==> config.mk <==
export PLATFORM = sky130hd
export DESIGN_NAME = lcd_write_arbiter
export DESIGN_NICKNAME = d
export VERILOG_FILES = /design/src/rtl/lcd_write_arbiter.sv
export SDC_FILE = /design/constraint.sdc
export NUM_CORES = 1
export LEC_CHECK = 0
export BUFFER_PORTS_ARGS = -buffer_cell sky130_fd_sc_hd__buf_2
export CORE_ASPECT_RATIO = 0.9
export CORE_UTILIZATION = 54
export CTS_CLUSTER_SIZE = 16
export DETAILED_ROUTE_END_ITERATION = 12
export PLACE_DENSITY_LB_ADDON = 0.15
export SYNTH_ARGS = -nofsm -noshare
export SYNTH_HDL_FRONTEND = slang
export SYNTH_SLANG_ARGS = --single-unit
export TNS_END_PERCENT = 50
==> constraint.sdc <==
create_clock -name sys_clk_50MHz -period 2.95 [get_ports sys_clk_50MHz]
set_input_delay 0.1475 -clock sys_clk_50MHz [delete_from_list [all_inputs] [get_ports sys_clk_50MHz]]
set_output_delay 0.1475 -clock sys_clk_50MHz [all_outputs]
set_load 0.1 [all_outputs]
==> src/rtl/lcd_write_arbiter.sv <==
// Arbitrates the single SPI LCD write channel between init, char and pic word sources.
// One word is outstanding at a time; a wr_done watchdog recovers from a stalled writer.
module lcd_write_arbiter #(
    parameter int DATA_W      = 9,
    parameter int TIMEOUT_CYC = 5000,
    parameter int CNT_W       = 13
) (
    input  logic              sys_clk_50MHz,
    input  logic              sys_rst_n,
    input  logic              init_done,
    input  logic              init_valid,
    input  logic [DATA_W-1:0] init_data,
    output logic              init_ready,
    input  logic              char_valid,
    input  logic [DATA_W-1:0] char_data,
    input  logic              char_lock,
    output logic              char_ready,
    input  logic              pic_valid,
    input  logic [DATA_W-1:0] pic_data,
    input  logic              pic_lock,
    output logic              pic_ready,
    input  logic              wr_done,
    output logic [DATA_W-1:0] data,
    output logic              en_write,
    output logic [1:0]        grant,
    output logic              busy,
    output logic              timeout_err
);

    typedef enum logic {
        S_IDLE = 1'b0,
        S_WAIT = 1'b1
    } state_t;

    localparam logic [1:0] G_NONE = 2'b00;
    localparam logic [1:0] G_INIT = 2'b01;
    localparam logic [1:0] G_CHAR = 2'b10;
    localparam logic [1:0] G_PIC  = 2'b11;

    state_t            state_q, state_d;
    logic [DATA_W-1:0] data_q, data_d;
    logic              en_write_q, en_write_d;
    logic              init_ready_q, init_ready_d;
    logic              char_ready_q, char_ready_d;
    logic              pic_ready_q, pic_ready_d;
    logic [1:0]        grant_q, grant_d;
    logic              lock_q, lock_d;
    logic [CNT_W-1:0]  wd_q, wd_d;
    logic              timeout_err_q, timeout_err_d;
    logic              pic_first_q, pic_first_d;
    logic [1:0]        sel_s;

    // State, datapath and watchdog registers with synchronous active-low reset.
    always_ff @(posedge sys_clk_50MHz) begin
        if (!sys_rst_n) begin
            state_q       <= S_IDLE;
            data_q        <= {DATA_W{1'b0}};
            en_write_q    <= 1'b0;
            init_ready_q  <= 1'b0;
            char_ready_q  <= 1'b0;
            pic_ready_q   <= 1'b0;
            grant_q       <= G_NONE;
            lock_q        <= 1'b0;
            wd_q          <= {CNT_W{1'b0}};
            timeout_err_q <= 1'b0;
            pic_first_q   <= 1'b0;
        end else begin
            state_q       <= state_d;
            data_q        <= data_d;
            en_write_q    <= en_write_d;
            init_ready_q  <= init_ready_d;
            char_ready_q  <= char_ready_d;
            pic_ready_q   <= pic_ready_d;
            grant_q       <= grant_d;
            lock_q        <= lock_d;
            wd_q          <= wd_d;
            timeout_err_q <= timeout_err_d;
            pic_first_q   <= pic_first_d;
        end
    end

    // Source selection: a held lock restricts eligibility to its owner; before
    // init_done only init may write, afterwards char/pic alternate on a tie.
    always_comb begin
        sel_s = G_NONE;
        if (lock_q) begin
            if (grant_q == G_CHAR && char_valid) begin
                sel_s = G_CHAR;
            end else if (grant_q == G_PIC && pic_valid) begin
                sel_s = G_PIC;
            end else begin
                sel_s = G_NONE;
            end
        end else if (!init_done) begin
            sel_s = init_valid ? G_INIT : G_NONE;
        end else if (char_valid && pic_valid) begin
            sel_s = pic_first_q ? G_PIC : G_CHAR;
        end else if (char_valid) begin
            sel_s = G_CHAR;
        end else if (pic_valid) begin
            sel_s = G_PIC;
        end else begin
            sel_s = G_NONE;
        end
    end

    // Next-state logic: issue in IDLE, completion/lock sampling and watchdog in WAIT.
    always_comb begin
        state_d       = state_q;
        data_d        = data_q;
        en_write_d    = 1'b0;
        init_ready_d  = 1'b0;
        char_ready_d  = 1'b0;
        pic_ready_d   = 1'b0;
        grant_d       = grant_q;
        lock_d        = lock_q;
        wd_d          = wd_q;
        timeout_err_d = timeout_err_q;
        pic_first_d   = pic_first_q;
        case (state_q)
            S_IDLE: begin
                if (sel_s != G_NONE) begin
                    state_d    = S_WAIT;
                    en_write_d = 1'b1;
                    grant_d    = sel_s;
                    wd_d       = {CNT_W{1'b0}};
                    case (sel_s)
                        G_INIT: begin
                            data_d       = init_data;
                            init_ready_d = 1'b1;
                        end
                        G_CHAR: begin
                            data_d       = char_data;
                            char_ready_d = 1'b1;
                            pic_first_d  = 1'b1;
                        end
                        default: begin
                            data_d      = pic_data;
                            pic_ready_d = 1'b1;
                            pic_first_d = 1'b0;
                        end
                    endcase
                end else begin
                    state_d = S_IDLE;
                end
            end
            S_WAIT: begin
                // wr_done takes priority over a coincident watchdog expiry.
                if (wr_done) begin
                    state_d = S_IDLE;
                    if ((grant_q == G_CHAR && char_lock) || (grant_q == G_PIC && pic_lock)) begin
                        lock_d = 1'b1;
                    end else begin
                        lock_d  = 1'b0;
                        grant_d = G_NONE;
                    end
                end else if (wd_q == CNT_W'(TIMEOUT_CYC - 1)) begin
                    state_d       = S_IDLE;
                    timeout_err_d = 1'b1;
                    lock_d        = 1'b0;
                    grant_d       = G_NONE;
                end else begin
                    wd_d = wd_q + {{(CNT_W-1){1'b0}}, 1'b1};
                end
            end
            default: begin
                state_d = S_IDLE;
                lock_d  = 1'b0;
                grant_d = G_NONE;
            end
        endcase
    end

    assign data        = data_q;
    assign en_write    = en_write_q;
    assign init_ready  = init_ready_q;
    assign char_ready  = char_ready_q;
    assign pic_ready   = pic_ready_q;
    assign grant       = grant_q;
    assign busy        = (state_q == S_WAIT);
    assign timeout_err = timeout_err_q;

endmodule

# Word level (Yosys, flattened, before mapping)
# Cells that the tools add are included.
[totals]
n_memories = 0
mem_bits_rw = 0
output_inout_bits = 17
latchBits = 0
regBits = 32
rom_bits = 0
[classes]
n_div = 0
multipliers = 0
order_cmp = 0
n_reduce_logical = 17
shifts = 0
n_mux = 30
add_sub_neg = 1
bitwise = 5
n_eq_ne = 10
[ops]
columns = ["operator", "n"]
rows = [
  ["2-to-1 mux 13 bit", 3],
  ["case mux 13 bit (2 select lines)", 1],
  ["2-to-1 mux 2 bit", 11],
  ["case mux 9 bit (2 select lines)", 1],
  ["adder 13 x 1 -> 13 bit (second input constant)", 1],
  ["== test 13 bit (second input constant)", 1],
  ["AND reduction 3 bit", 4],
  ["2-to-1 mux 1 bit", 11],
  ["== test 2 bit (second input constant)", 3],
  ["!= test 2 bit (second input constant)", 3],
  ["logical AND 1 bit", 5],
  ["NOT 1 bit", 5],
  ["case mux 1 bit (2 select lines)", 2],
  ["case mux 2 bit (2 select lines)", 1],
  ["AND reduction 2 bit", 2],
  ["nonzero test 2 bit", 2],
  ["OR reduction 2 bit", 2],
  ["!= test 3 x 2 -> 1 bit (second input constant)", 1],
  ["!= test 3 bit (second input constant)", 1],
  ["OR reduction 3 bit", 1],
  ["== test 2 x 1 -> 1 bit (second input constant)", 1],
  ["logical OR 1 bit", 1],
]

# Logic depth before layout (Yosys ltp)
[logic_depth]
word_depth = 8
depth_mapped = 7

# Worst setup path before layout
# No wires, ideal clock.
[synth_timing]
kind = "reg-to-reg"
start = "register grant_q[0], in the netlist grant[0]"
end = "register data_q[5], in the netlist data[5]"
path_stages_with_launch = 7
setup_ns = 0.126
slack_ns = 0.706
arrival_ns = 2.118
required_time_ns = 2.824
path_buffers = 1
path_cell_list = "dfxtp_1 -> mux2i_1 -> o22ai_2 -> a21oi_2 -> o21ai_2 -> buf_2 -> o32ai_1"
[synth_via]
elab_chain_cells = 7
word_cells_on_any_way = 12
cone_classes = "eq/ne (4); mux (4); reduce/logical (4)"
[synth_lines]
columns = ["item", "line", "source"]
rows = [
  ["start: declaration", "46", "logic [1:0] grant_q, grant_d;"],
  ["start signal: assignment", "74", "grant_q <= grant_d;"],
  ["== test 2 bit", "89", "end else if (grant_q == G_PIC && pic_valid) begin"],
  ["logical AND 1 bit", "89", ""],
  ["2-to-1 mux 2 bit", "89", ""],
  ["2-to-1 mux 2 bit (*)", "87", "if (grant_q == G_CHAR && char_valid) begin"],
  ["2-to-1 mux 2 bit (*)", "86", "if (lock_q) begin"],
  ["== test 2 bit, or another cell as far along", "127", "case (sel_s)"],
  ["case mux 9 bit (2 select lines) or AND reduction 2 bit (tied branches)", "--", ""],
  ["end signal: assignment", "57", "data_q <= {DATA_W{1'b0}};"],
  ["end signal: assignment", "69", "data_q <= data_d;"],
  ["end: declaration", "41", "logic [DATA_W-1:0] data_q, data_d;"],
]
# Mark *: on every way between the ends. The rest lies on a longest branch, timed or not.
# A chain may end at the register's enable or synchronous reset.

# Worst setup path after layout
[layout_timing]
start = "register grant_q[0], in the netlist grant[0]"
end = "register data_q[0], in the netlist data[0]"
# The elaborated chain is that of the path after synthesis.

==> out/metrics.yaml <==
startpoint_type: "register"
hold_slack_ns: 0.1296
syn_nets: 243
status: "complete, no violations"
worstMarginPinSlew_ns: 0.8627
synth_area_um2: 1710
wl_per_cell_um: 13.50
drv_slew: 0
synth_top_cell_area_share_pct: 37.45
power_density_nw_per_um2: 520.3
synth_ff_type: "dfxtp_1"
dieHeight_um: 55.39
post-dp-hpwl_um: 2900
clockBufferDepth: 2
rsz0062_at_grt: "no"
yosysTopAreaCell: "dfxtp_1"
hold_path.class: "in2reg"
grt_pass1_wl_um: 6748
worstSetupPathType: "reg2reg"
r2r_slack_ns: 0.86
cts_resized: 0
p_leak_nw: 0.8227
dr.first_iter.drc_count: 93
stdcell_count: 296
dpl_cell_area_um2: 1974
drive_gt1_share_pct: 26.17
clkSlewWorstSetupHoldPaths_ns: 0.10
routed_wl_um: 3996
design_area_um2: 2033
clock.fmax_mhz: 479.5
ys_top_cells_by_area: "dfxtp_1 37%, a21oi_1 6.4%, o21ai_0 3.8%, nor2_1 3.3%, nand2_1 3.1%"
fin_util_pct: 70.53
synthCells: 206
htree_levels: 2
numCtsBuffers: 5
syn_to_final_growth_pct: 18.87
reg2reg_from: "grant[0]$_SDFFE_PN0P_"
synth-edff-count: 0
fin_crit_sh_pct: 70.69
tns_ns: 0
cts-root-buf: "clkbuf_4"
die_x_um: 61.33
dp_cells: 288
fin_crit_ns: 2.085
grt_max_degree: 23
gp_congestion: 0.8747
grt_use_total_pct: 25.99
ctsHoldBuffers: 0
fp.dieArea_um2: 3397
holdPathStages: 3
nNetsFinal: 292
ys_seq_area_share_pct: 37.45
async_flop_share_pct: 0
std_cell_rows: 18
yosys_warnings: 0
start_util_pct: 59.33
setup_violations: 0
drc: 0
hold_viol_final: 0
ant_nets: 0
holdPathEnd: "data[4]$_SDFFE_PN0P_"
avgSynthCellArea_um2: 8.303
arrival_ns: 2.34
cp_max_fo: 16
ys_types: 46
postCtsSetupBuffers: 0
dr.pass1.iters: 4
ir_drop_v: 0.0003462
cts_sinks: 32
vias_per_cell: 5.841
skew_ns: 0.004101
overflow: 0
antenna_cells: 0
required_ns: 3.20
reg2regPathDepth: 6
core_um2: 2883
antenna_found_initial: 0
r2r_end: "data[0]$_SDFFE_PN0P_"
cts_tree: "built"
clk_latency_ns: 0.34
grt_pass1_vias: 1525
timing.max_cap.violations: 0
num_vias: 1729
pin_count: 53
hold_path_startpoint: "char_data[4]"
relSlewSlack_pct: 42.49
endpoint_kind: "register"
portBuffers: 52
ys_seq_elements: 32
synthesized netlist by cell type (4+ instances only):
| cell | n |
|---|---|
| a21boi_1 | 4 |
| a21oi_1 | 22 |
| and2_1 | 4 |
| and3_1 | 4 |
| buf_2 | 4 |
| clkbuf_1 | 6 |
| dfxtp_1 | 32 |
| inv_1 | 9 |
| mux2i_1 | 4 |
| nand2_1 | 14 |
| nand4_1 | 7 |
| nor2_1 | 15 |
| nor2b_1 | 5 |
| o211ai_1 | 7 |
| o21ai_0 | 13 |
| o21ai_1 | 4 |
| o32ai_1 | 6 |
| xor2_1 | 5 |
report_power, final:
group	total, mW	switching (mW)	leakage [nW]	internal (mW)
clock	0.266	0.148	0.0326	0.117
sequential	0.473	0.0178	0.261	0.455
combinational	0.319	0.241	0.529	0.0780
through the flow:
step	setup WS (ns)	power, mW
3_5_place_dp	0.8965	0.8007
4_1_cts	0.8811	1.063
5_1_grt	0.6912	1.101
2_1_floorplan	0.7061	0.7369
6_report	0.8647	1.058
3_3_place_gp	0.9724	0.7994
area by class of cell:
cell class / count / area [µm²]
multi-input cells: 153 / 974.7
fillers: 263 / 849.6
flip-flops and latches: 32 / 640.6
repair buffers: 54 / 275.3
clock buffers: 8 / 58.81
well taps: 40 / 50.05
inverters: 9 / 33.78
worst max-delay path by stage:
stage / from / cells past startpoint / to
after CTS: grant[0]$_SDFFE_PN0P_ / 6 / data[6]$_SDFFE_PN0P_
after global routing: grant[0]$_SDFFE_PN0P_ / 6 / data[6]$_SDFFE_PN0P_
after floorplan: grant[0]$_SDFFE_PN0P_ / 6 / data[5]$_SDFFE_PN0P_
final: grant[0]$_SDFFE_PN0P_ / 6 / data[0]$_SDFFE_PN0P_
after global placement: grant[0]$_SDFFE_PN0P_ / 6 / data[8]$_SDFFE_PN0P_
after detailed placement: grant[0]$_SDFFE_PN0P_ / 6 / data[6]$_SDFFE_PN0P_
flip-flops by register name, summed over array words and instances (netlist names):
register and flops:
wd_q 13, data 9, grant 2, busy 1, char_ready 1, en_write 1, init_ready 1, lock_q 1
pic_first_q 1, pic_ready 1, timeout_err 1
per-layer routing:
metal	routed length, µm	vias up	GRT usage [%]
met5	0	-	0
li1	-	862	-
met2	1698	72	36.80
met3	300	6	7.728
met4	44	0	9.416
met1	1952	789	36.72
worst max-delay path: stages, from the launching register on:
cell,delay (ns)
dfxtp_1,0.42
mux2i_1,0.31
o22ai_2,0.12
buf_4,0.20
a21oi_2,0.46
o21ai_2,0.30
o32ai_1,0.19
cells by family after synthesis:
family,count (synthesis),synth area share (%)
buffers and inverters,21,5.560
multiplexers,5,2.999
AO/OA/AOI/OAI,73,28.82
flip-flops,32,37.45
AND/OR/NAND/NOR,68,21.36
adder cells (fa/ha/maj),1,0.7314
XOR/XNOR,6,3.072
cells in the final DEF, fill, tap and decap left out, types with 2 or more instances in the layout:
master    count
a21boi_1      4
a21oi_1      22
and2_1        4
and3_1        4
buf_2        52
buf_4         2
clkbuf_1      2
clkbuf_4      5
dfxtp_1      32
inv_1         9
mux2i_1       4
nand2_1      14
nand2b_1      3
nand3_1       3
nand3b_1      2
nand4_1       7
nor2_1       15
nor2b_1       5
nor3_1        3
nor4b_1       3
o211ai_1      7
o21ai_0      13
o21ai_1       4
o221a_1       3
o221a_2       2
o32ai_1       6
or3_1         2
xor2_1        5
Power figures use the tool's default switching activity.
